File: src/rtl/sync_fifo_param.sv
// Parametrised single-clock FIFO: DEPTH = 2**ADDR_WIDTH entries of DATA_WIDTH bits,
// registered read data, one-cycle ack/err pulses per request, and occupancy flags
// decoded combinationally from data_count.
module sync_fifo_param #(
    parameter int unsigned DATA_WIDTH = 32,
    parameter int unsigned ADDR_WIDTH = 3,
    parameter int unsigned AF_LEVEL   = 6,
    parameter int unsigned AE_LEVEL   = 2
) (
    input  logic                  clk,
    input  logic                  reset_n,
    input  logic                  wr_en,
    input  logic [DATA_WIDTH-1:0] d_in,
    input  logic                  rd_en,
    output logic [DATA_WIDTH-1:0] d_out,
    output logic                  full,
    output logic                  empty,
    output logic                  almost_full,
    output logic                  almost_empty,
    output logic [ADDR_WIDTH:0]   data_count,
    output logic                  wr_ack,
    output logic                  wr_err,
    output logic                  rd_ack,
    output logic                  rd_err
);

    localparam int unsigned DEPTH = 2 ** ADDR_WIDTH;
    localparam int unsigned CW    = ADDR_WIDTH + 1;

    localparam logic [CW-1:0] DEPTH_C = CW'(DEPTH);
    localparam logic [CW-1:0] AF_C    = CW'(AF_LEVEL);
    localparam logic [CW-1:0] AE_C    = CW'(AE_LEVEL);

    logic [DATA_WIDTH-1:0] mem_q [DEPTH];

    logic [ADDR_WIDTH-1:0] wr_ptr_q, wr_ptr_d;
    logic [ADDR_WIDTH-1:0] rd_ptr_q, rd_ptr_d;
    logic [CW-1:0]         count_q, count_d;
    logic [DATA_WIDTH-1:0] d_out_q, d_out_d;
    logic                  wr_ack_q, wr_ack_d;
    logic                  wr_err_q, wr_err_d;
    logic                  rd_ack_q, rd_ack_d;
    logic                  rd_err_q, rd_err_d;

    logic full_w;
    logic empty_w;
    logic wr_accept;
    logic rd_accept;

    // Flag decode and acceptance decisions from the pre-edge occupancy.
    always_comb begin
        full_w  = (count_q == DEPTH_C);
        empty_w = (count_q == '0);
        // When full, a simultaneous read frees the slot the write lands in.
        wr_accept = wr_en && (!full_w || rd_en);
        // No write-through: a read on an empty FIFO is always rejected.
        rd_accept = rd_en && !empty_w;
    end

    // Next-state computation for pointers, occupancy, read data and pulses.
    always_comb begin
        wr_ptr_d = wr_ptr_q;
        rd_ptr_d = rd_ptr_q;
        count_d  = count_q;
        d_out_d  = d_out_q;
        wr_ack_d = 1'b0;
        wr_err_d = 1'b0;
        rd_ack_d = 1'b0;
        rd_err_d = 1'b0;

        if (wr_accept) begin
            wr_ptr_d = wr_ptr_q + ADDR_WIDTH'(1);
            wr_ack_d = 1'b1;
        end else if (wr_en) begin
            wr_err_d = 1'b1;
        end

        if (rd_accept) begin
            rd_ptr_d = rd_ptr_q + ADDR_WIDTH'(1);
            d_out_d  = mem_q[rd_ptr_q];
            rd_ack_d = 1'b1;
        end else if (rd_en) begin
            rd_err_d = 1'b1;
        end

        case ({wr_accept, rd_accept})
            2'b10:   count_d = count_q + CW'(1);
            2'b01:   count_d = count_q - CW'(1);
            default: count_d = count_q;
        endcase
    end

    // Control state register with synchronous active-low reset.
    always_ff @(posedge clk) begin
        if (!reset_n) begin
            wr_ptr_q <= '0;
            rd_ptr_q <= '0;
            count_q  <= '0;
            d_out_q  <= '0;
            wr_ack_q <= 1'b0;
            wr_err_q <= 1'b0;
            rd_ack_q <= 1'b0;
            rd_err_q <= 1'b0;
        end else begin
            wr_ptr_q <= wr_ptr_d;
            rd_ptr_q <= rd_ptr_d;
            count_q  <= count_d;
            d_out_q  <= d_out_d;
            wr_ack_q <= wr_ack_d;
            wr_err_q <= wr_err_d;
            rd_ack_q <= rd_ack_d;
            rd_err_q <= rd_err_d;
        end
    end

    // Storage array: not reset; a write is blocked while reset is asserted.
    always_ff @(posedge clk) begin
        if (reset_n && wr_accept) begin
            mem_q[wr_ptr_q] <= d_in;
        end
    end

    // Output drive.
    always_comb begin
        d_out        = d_out_q;
        data_count   = count_q;
        full         = full_w;
        empty        = empty_w;
        almost_full  = (count_q >= AF_C);
        almost_empty = (count_q <= AE_C);
        wr_ack       = wr_ack_q;
        wr_err       = wr_err_q;
        rd_ack       = rd_ack_q;
        rd_err       = rd_err_q;
    end

endmodule

File: config.mk
export PLATFORM = sky130hd
export DESIGN_NAME = sync_fifo_param
export DESIGN_NICKNAME = d
export VERILOG_FILES = /design/src/rtl/sync_fifo_param.sv
export SDC_FILE = /design/constraint.sdc
export NUM_CORES = 1
export LEC_CHECK = 0
export ABC_AREA = 1
export CAP_MARGIN = 20
export CORE_ASPECT_RATIO = 1.75
export CORE_MARGIN = 1.5
export CORE_UTILIZATION = 57
export DETAILED_ROUTE_END_ITERATION = 16
export GPL_ROUTABILITY_DRIVEN = 0
export PLACE_DENSITY = 0.89
export SKIP_CTS_REPAIR_TIMING = 1
export SLEW_MARGIN = 20
export SYNTH_ARGS = -nofsm -noshare
export SYNTH_HDL_FRONTEND = slang
export SYNTH_SLANG_ARGS = --single-unit
File: constraint.sdc
create_clock -name clk -period 3.95 [get_ports clk]
set_input_delay 0.79 -clock clk [delete_from_list [all_inputs] [get_ports clk]]
set_output_delay 0.79 -clock clk [all_outputs]
set_load 0.02 [all_outputs]
# After elaboration in Yosys (flattened, before gate mapping)
# Memory sizes are Yosys's and may differ from the RTL's. A register that Yosys moved wholly into a read port is not among the register bits.
# Index checks and enable logic that the tools add are counted.
word_totals:
  ff_bits: 14
  word_cells: 36
  n_memories: 1
  ram_bits: 256
memory_table:
  columns: ["memory", "words", "width", "rd", "rd_clocked_by_memory_dff", "write_ports", "line_no", "rtl"]
  rows:
  - ["mem_q", 8, 32, 1, 1, 1, "34", "logic [DATA_WIDTH-1:0] mem_q [DEPTH];"]
classes:
  n_bitwise: 1
  reduce_logical: 11
  n_lt_le_gt_ge: 2
  eq_ne: 3
  muxes: 7
  add_sub_neg: 4
ops:
  columns: ["operator", "n"]
  rows:
  - ["4-bit one-hot mux with 2 select lines", 1]
  - ["3-bit by 1-bit adder with 3-bit output (second input constant)", 2]
  - ["1-bit 2-to-1 mux", 6]
  - ["4-bit by 1-bit adder with 4-bit output (second input constant)", 1]
  - ["4-bit equality test (second input constant)", 1]
  - ["4-bit by 3-bit greater-or-equal comparator with 1-bit output (second input constant)", 1]
  - ["4-bit by 2-bit <= comparator with 1-bit output (second input constant)", 1]
  - ["4-bit zero test", 1]
  - ["2-bit OR reduction", 2]
  - ["4-bit by 1-bit subtractor with 4-bit output (second input constant)", 1]
  - ["1-bit logical AND", 3]
  - ["1-bit zero test", 3]
  - ["2-bit by 1-bit equality test with 1-bit output (second input constant)", 1]
  - ["2-bit equality test (second input constant)", 1]
  - ["2-bit nonzero test", 1]
  - ["1-bit logical OR", 1]
  - ["1-bit NOT", 1]

# Longest topological paths before layout
# Gate-level depths: netlist (run 1).
depth:
  depth_word: 7
  mapped_depth: 13
  depth_no_buf: 13

# Worst setup path before layout (run 1)
# OpenSTA, ideal clock, no wires.
synth_path:
  kind: "input to register"
  from: "in rd_en"
  to: "mem mem_q[0][0] (enable)"
  path_slack_ns: 0.901
  required_time_ns: 3.529
  path_buffers: 0
  t_arrival_ns: 2.628
  path_stages: 6
  path_cell_list: "inv_1 > nand4_1 > nand2_1 > nor2_2 > nand2_1 > nor2_1"
synth_via:
  elab_chain_len: 5
synth_lines:
  columns: ["item", "line_no", "rtl"]
  rows:
  - ["start: declaration", "14", "input logic rd_en,"]
  - ["1-bit logical OR", "55", "wr_accept = wr_en && (!full_w || rd_en);"]
  - ["1-bit logical AND", "55", null]
  - ["1-bit logical AND", "118", "if (reset_n && wr_accept) begin"]
  - ["1-bit 2-to-1 mux", "118", null]
  - ["1-bit 2-to-1 mux (not written as such)", "119", "mem_q[wr_ptr_q] <= d_in;"]
  - ["end: declaration", "34", null]
# Every way passes these cells.

# Worst setup path after layout (run 1)
layout_path:
  from: "reg count_q[3] (netlist: data_count[3])"
  to: "out full"
layout_via:
  elab_chain_len: 1
layout_lines:
  columns: ["item", "line_no", "rtl"]
  rows:
  - ["start: declaration", "38", "logic [CW-1:0] count_q, count_d;"]
  - ["start signal: assignment", "107", "count_q <= count_d;"]
  - ["4-bit equality test", "52", "full_w = (count_q == DEPTH_C);"]
  - ["end: declaration", "16", "output logic full,"]
# Every way passes these cells.

==> metrics.yaml, run 1 <==
outcome:
  outcome: "finished clean"
drt:
  ant_nets: 0
  drc_errors: 0
  dr.pass1.iters: 8
  drt-total-wl_mm: 26.7
  vias: 8044
  avgViaCountPerCell: 5.91
  wl_per_cell_um: 19.6
  first_iter_violations: 834
yosys:
  ys_seq_elements: 302
  yosysWarningCount: 0
  synth-compound-area-share_pct: 4.66
  synth_cell_types: 27
  synth_common_cells: "edfxtp_1 (256), nand2_1 (217), nor2_1 (202)"
  syn-num-nets: 1068
  synth_mux_area_share_pct: 0
  synth_top_family_by_area: "simple AND/OR/NAND/NOR gates"
  syn_area_per_cell_sq_um: 11.6
  synth_area_sq_mm: 0.0119
  synth_top_area_share_pct: 64.6
  ys.flop_type: "edfxtp_1"
  async_flop_share_pct: 0
  syn_inst: 1026
  synth_top_area_cell: "edfxtp_1"
  synth_most_common_cell: "edfxtp_1"
  synth_fa_ha_area_share_pct: 0.693
  synth_area_leaders: "edfxtp_1 (65%), dfxtp_1 (7.7%), nand2_1 (6.8%)"
  synth-xor-area-share_pct: 0.147
  yosys.area_share.simple_pct: 18.1
  seq_area_frac_synth_pct: 72.3
  synth_edf_count: 256
floorplan:
  rows: 69
  die_x_um: 112
  die_area_sq_mm: 0.0218
  ios: 80
  fp.dieH_um: 194
  initial_core_util_pct: 58.5
  core-area_sq_mm: 0.0204
timing:
  slew-limit-headroom_pct: 25.8
  fin_worst_skew_ns: 0.0109
  fin_crit_ns: 2.78
  rsz0062_at_grt: "false"
  setup_tns_ns: 0
  setup_viol: 0
  worst_pin_slew_ns: 1.11
  report.final.hold_viol_count: 0
  slew_viol_final: 0
  fmax_ghz: 0.360
  finalCritPeriodShare_pct: 70.3
clocking:
  insertion_delay_ns: 0.52
  htree_num_levels: 1
  cts_buffers: 25
  cts.path.max_buffers: 3
  clockRootBuffer: "clkbuf_16"
  cts.sinks: 302
  cts_tree: "yes"
  clk_pin_slew_worst_paths_ns: 0.07
critical_path:
  crit_chain: "inv_1, nor4_1, clkdlybuf4s50_1"
  crit_path_start_kind: "register"
  cp_data_arrival_time_ns: 1.99
  cp_max_fo: 6
  cp-end-kind: "primary output"
  required_ns: 3.16
  max_stage_delay_ns: 0.65
  startpoint: "data_count[3]"
  crit_type: "register to primary output"
  r2r_start: "rd_ptr_q[0]"
  crit_path_top_delay_cell: "clkdlybuf4s50_1"
power_and_ir_drop:
  clkPwrFrac_pct: 28.4
  peakVddDrop_uv: 484
  leakagePower_nw: 4.90
  p_sw_share_pct: 31.1
  total_power_mw: 8.16
  power_density_mw_per_mm2: 600
  pwr-share-seq_pct: 47.1
  comb_power_share_pct: 24.5
  p_int_mw: 5.62
  p_sw_mw: 2.54
global_route:
  grt.overflow.total: 0
  grt_pass1_vias: 7993
  grt_use_total_pct: 24.4
  grt_pass1_wl_mm: 41.0
  antenna_found_initial: 0
  grt_max_degree: 131
finish:
  insertedDiodeCount: 0
  area_growth_pct: 14.2
  fin_nets: 1137
  layout-drive-gt1-share_pct: 6.83
flow_run:
  cap_violations: 0
placement:
  port_buffers: 79
  dpl.hpwl_mm: 15.6
hold_path:
  worstHoldPathType: "register to register"
  min_from: "d_out[21]"
[registers in the layout, indices dropped and copies added, names as in the netlist]
| name | count |
|---|---|
| rd_ptr_q | 3 |
| rd_ack | 1 |
| wr_ptr_q | 3 |
| d_out | 32 |
| wr_err | 1 |
| data_count | 4 |
| wr_ack | 1 |
| mem_q | 256 |
| rd_err | 1 |
[logic make-up after synthesis]
| kind of cell | Yosys count |
|---|---|
| AO/OA/AOI/OAI | 111 |
| XOR/XNOR | 2 |
| adder cells (fa/ha/maj) | 6 |
| buffers and inverters | 77 |
| flip-flops | 302 |
| AND/OR/NAND/NOR | 528 |
[through the flow]
step | hold WS (ns) | cells | setup WS (ns) | area (sq um) | util [%]
after floorplan | 0.479 | 1026 | 0.901 | 11900 | -
after global placement | 0.435 | 1316 | 0.895 | 12800 | 63.0
after detailed placement | 0.438 | 1316 | 0.831 | 12800 | 63.0
after CTS | 0.452 | 1361 | 1.16 | 13600 | 66.7
after global routing | 0.466 | 1361 | 1.06 | 13600 | 66.7
final | 0.449 | 1361 | 1.17 | 13600 | 66.7
[path summary, 6_finish.rpt]
path / endpoint / slack (ns) / depth (start not counted)
worst max-delay path: full / 1.17 / 3
worst min-delay path: d_out[21] / 0.45 / 2
worst max register to register: d_out[6] / 1.53 / 7
worst min register to register: d_out[21] / 0.45 / 2
[final cells by class]
class	instances	area [sq um]
repair buffers	97	967
multi-input cells	647	2870
clock inverters	8	40.0
inverters	22	82.6
clock buffers	37	721
well taps	248	310
flip-flops and latches	302	8610
fillers	1351	6780
[critical path: cells and delay by family, from the launching register on]
kind / cells / cell delay [ns]
simple gates: 1 / 0.24
flops: 1 / 0.46
buf+inv: 2 / 0.76
[layout by cell type, fill, tap and decap left out, types with 2 or more instances in the layout]
cell type,synthesis,layout
nand3_1,99,99
o21ai_0,97,97
inv_2,2,2
nor2_2,3,3
clkbuf_8,0,5
buf_12,0,3
clkbuf_1,9,7
inv_1,20,20
nor2_1,202,194
clkinv_2,0,8
nand2_2,2,2
clkdlybuf4s50_1,0,79
edfxtp_1,256,256
buf_4,12,14
o21ai_1,8,8
a21oi_1,6,6
nand2_1,217,217
clkbuf_16,0,25
ha_1,5,5
nor2_4,1,9
dfxtp_1,46,44
[routing by layer]
| layer | track usage, % | part of all wire [%] |
|---|---|---|
| met2 | 45.0 | 54 |
| met5 | 0 | 0 |
| met3 | 2.84 | 7.5 |
| met1 | 27.2 | 34 |
| met4 | 12.9 | 4.3 |
[power groups by stage]
stage	sequential, mW	combinational [mW]	clock, mW
after floorplan	3.97	1.32	0
after global placement	3.90	1.90	0
after detailed placement	3.90	1.96	0
after CTS	3.84	1.99	2.33
after global routing	3.87	2.20	2.45
final	3.84	2.00	2.32
Note: power is estimated with default switching activity, not from simulation.
==> run 2: changes to the inputs <==
--- a/config.mk
+++ b/config.mk
@@ -9,10 +9,10 @@
 export CAP_MARGIN = 20
 export CORE_ASPECT_RATIO = 1.75
 export CORE_MARGIN = 1.5
-export CORE_UTILIZATION = 57
+export CORE_UTILIZATION = 53
 export DETAILED_ROUTE_END_ITERATION = 16
 export GPL_ROUTABILITY_DRIVEN = 0
-export PLACE_DENSITY = 0.89
+export PLACE_DENSITY = 0.88
 export SKIP_CTS_REPAIR_TIMING = 1
 export SLEW_MARGIN = 20
 export SYNTH_ARGS = -nofsm -noshare
==> constraint.sdc (replaced) <==
create_clock -name clk -period 2.34 [get_ports clk]
set_input_delay 0.468 -clock clk [delete_from_list [all_inputs] [get_ports clk]]
set_output_delay 0.468 -clock clk [all_outputs]
set_load 0.02 [all_outputs]
==> metrics.yaml, run 2 (synthesis gave the netlist of run 1 again) <==
clocking:
  cts_tree: "yes"
  cts.sinks: 302
  clockRootBuffer: "clkbuf_16"
  clk_pin_slew_worst_paths_ns: 0.06
  cts_buffers: 26
  insertion_delay_ns: 0.54
  cts.path.max_buffers: 3
  htree_num_levels: 1
critical_path:
  cp_data_arrival_time_ns: 1.66
  cp-end-kind: "primary output"
  crit_path_start_kind: "register"
  cpLargestDelayFamily: "buffers and inverters"
  required_ns: 1.87
  crit_path_top_delay_cell: "clkdlybuf4s50_1"
  path_buf_inv: 1
  crit_type: "register to primary output"
  cp_max_fo: 6
  max_stage_delay_ns: 0.66
  crit_chain: "clkdlybuf4s50_1"
  rrSetupSlack_ns: 0.33
  reg2reg_depth: 11
  reg2reg_to: "data_count[3]"
  r2r_start: "data_count[2]"
finish:
  fin_util_pct: 64.1
  insertedDiodeCount: 0
  fin_nets: 1156
  layout-drive-gt1-share_pct: 8.73
  multiInputGateArea_sq_mm: 0.00287
  area_growth_pct: 18.7
  top_register: "mem_q"
  fin_area_sq_mm: 0.0141
  largest_reg_flops: 256
  seqCellArea_sq_mm: 0.00862
  layout_common_cells: "edfxtp_1 (256), nand2_1 (217), nor2_1 (194), nand3_1 (99), o21ai_0 (97)"
  nFillCells: 1482
  final_common_cell: "edfxtp_1"
hold_path:
  worstHoldEndpoint: "d_out[21]"
  worstHoldPathType: "register to register"
  hold_depth: 2
  min_from: "d_out[21]"
placement:
  dpl.hpwl_mm: 16.0
  place_area_sq_mm: 0.0132
  port_buffers: 79
timing:
  rsz0062_at_grt: "false"
  fmax_ghz: 0.470
  slew-limit-headroom_pct: 44.9
  setup_tns_ns: 0
  fin_worst_skew_ns: 0.00998
  setup_viol: 0
  worst_pin_slew_ns: 0.827
  finalCritPeriodShare_pct: 90.9
  report.final.hold_viol_count: 0
  fin_crit_ns: 2.13
  slew_viol_final: 0
drt:
  vias: 8006
  first_iter_violations: 966
  drt-total-wl_mm: 26.7
  drc_errors: 0
  avgViaCountPerCell: 5.60
  ant_nets: 0
  dr.pass1.iters: 6
  wl_per_cell_um: 18.7
power_and_ir_drop:
  leakagePower_nw: 5.14
  peakVddDrop_uv: 829
  power_density_mw_per_mm2: 1030
  total_power_mw: 14.6
global_route:
  grt_use_total_pct: 23.5
  grt_pass1_wl_mm: 42.0
  grt_pass1_vias: 8344
  antenna_found_initial: 0
  grt.overflow.total: 0
  grt_max_degree: 130
flow_run:
  cap_violations: 0
floorplan:
  core-area_sq_mm: 0.0221
  initial_core_util_pct: 54.0
  ios: 80
  fp.dieH_um: 201
  die_area_sq_mm: 0.0234
  rows: 72
  die_x_um: 116
outcome:
  outcome: "finished clean"
==> run 2: power by group <==
group          total [mW]  internal [mW]  switching, mW
Clock                4.58           2.70           1.88
Combinational        3.64           1.30           2.34
Sequential           6.35           6.17          0.189
==> run 2: how the worst max path moves through the flow <==
stage,endpoint,depth (start not counted),from
3_5_place_dp,data_count[3],12,rd_en
3_3_place_gp,data_count[3],12,rd_en
2_1_floorplan,mem_q[0][0],6,data_count[2]
6_report,data_count[3],1,data_count[3]
4_1_cts,full,3,data_count[3]
5_1_grt,full,3,data_count[3]
==> run 2: final cells by class <==
type / instances / share of cell area, %
flip-flops and latches: 302 / 60.9
multi-input cells: 647 / 20.3
repair buffers: 115 / 9.08
clock buffers: 32 / 4.98
well taps: 296 / 2.62
clock inverters: 16 / 1.54
inverters: 22 / 0.584
==> run 2: metrics by stage <==
stage / worst slack (ns) / hold slack [ns] / std cells
6_report: 0.213 / 0.448 / 1430
4_1_cts: -0.155 / 0.453 / 1430
2_1_floorplan: -0.516 / 0.479 / 1026
3_3_place_gp: -0.0265 / 0.436 / 1382
5_1_grt: 0.143 / 0.466 / 1430
3_5_place_dp: -0.0822 / 0.440 / 1382
==> run 2: metal layers <==
layer,vias up,wire length (um),GRT usage [%]
met5,-,0,0
met1,3830,9220,26.4
li1,3690,-,-
met4,0,1190,13.3
met3,89,1890,2.98
met2,397,14400,42.0
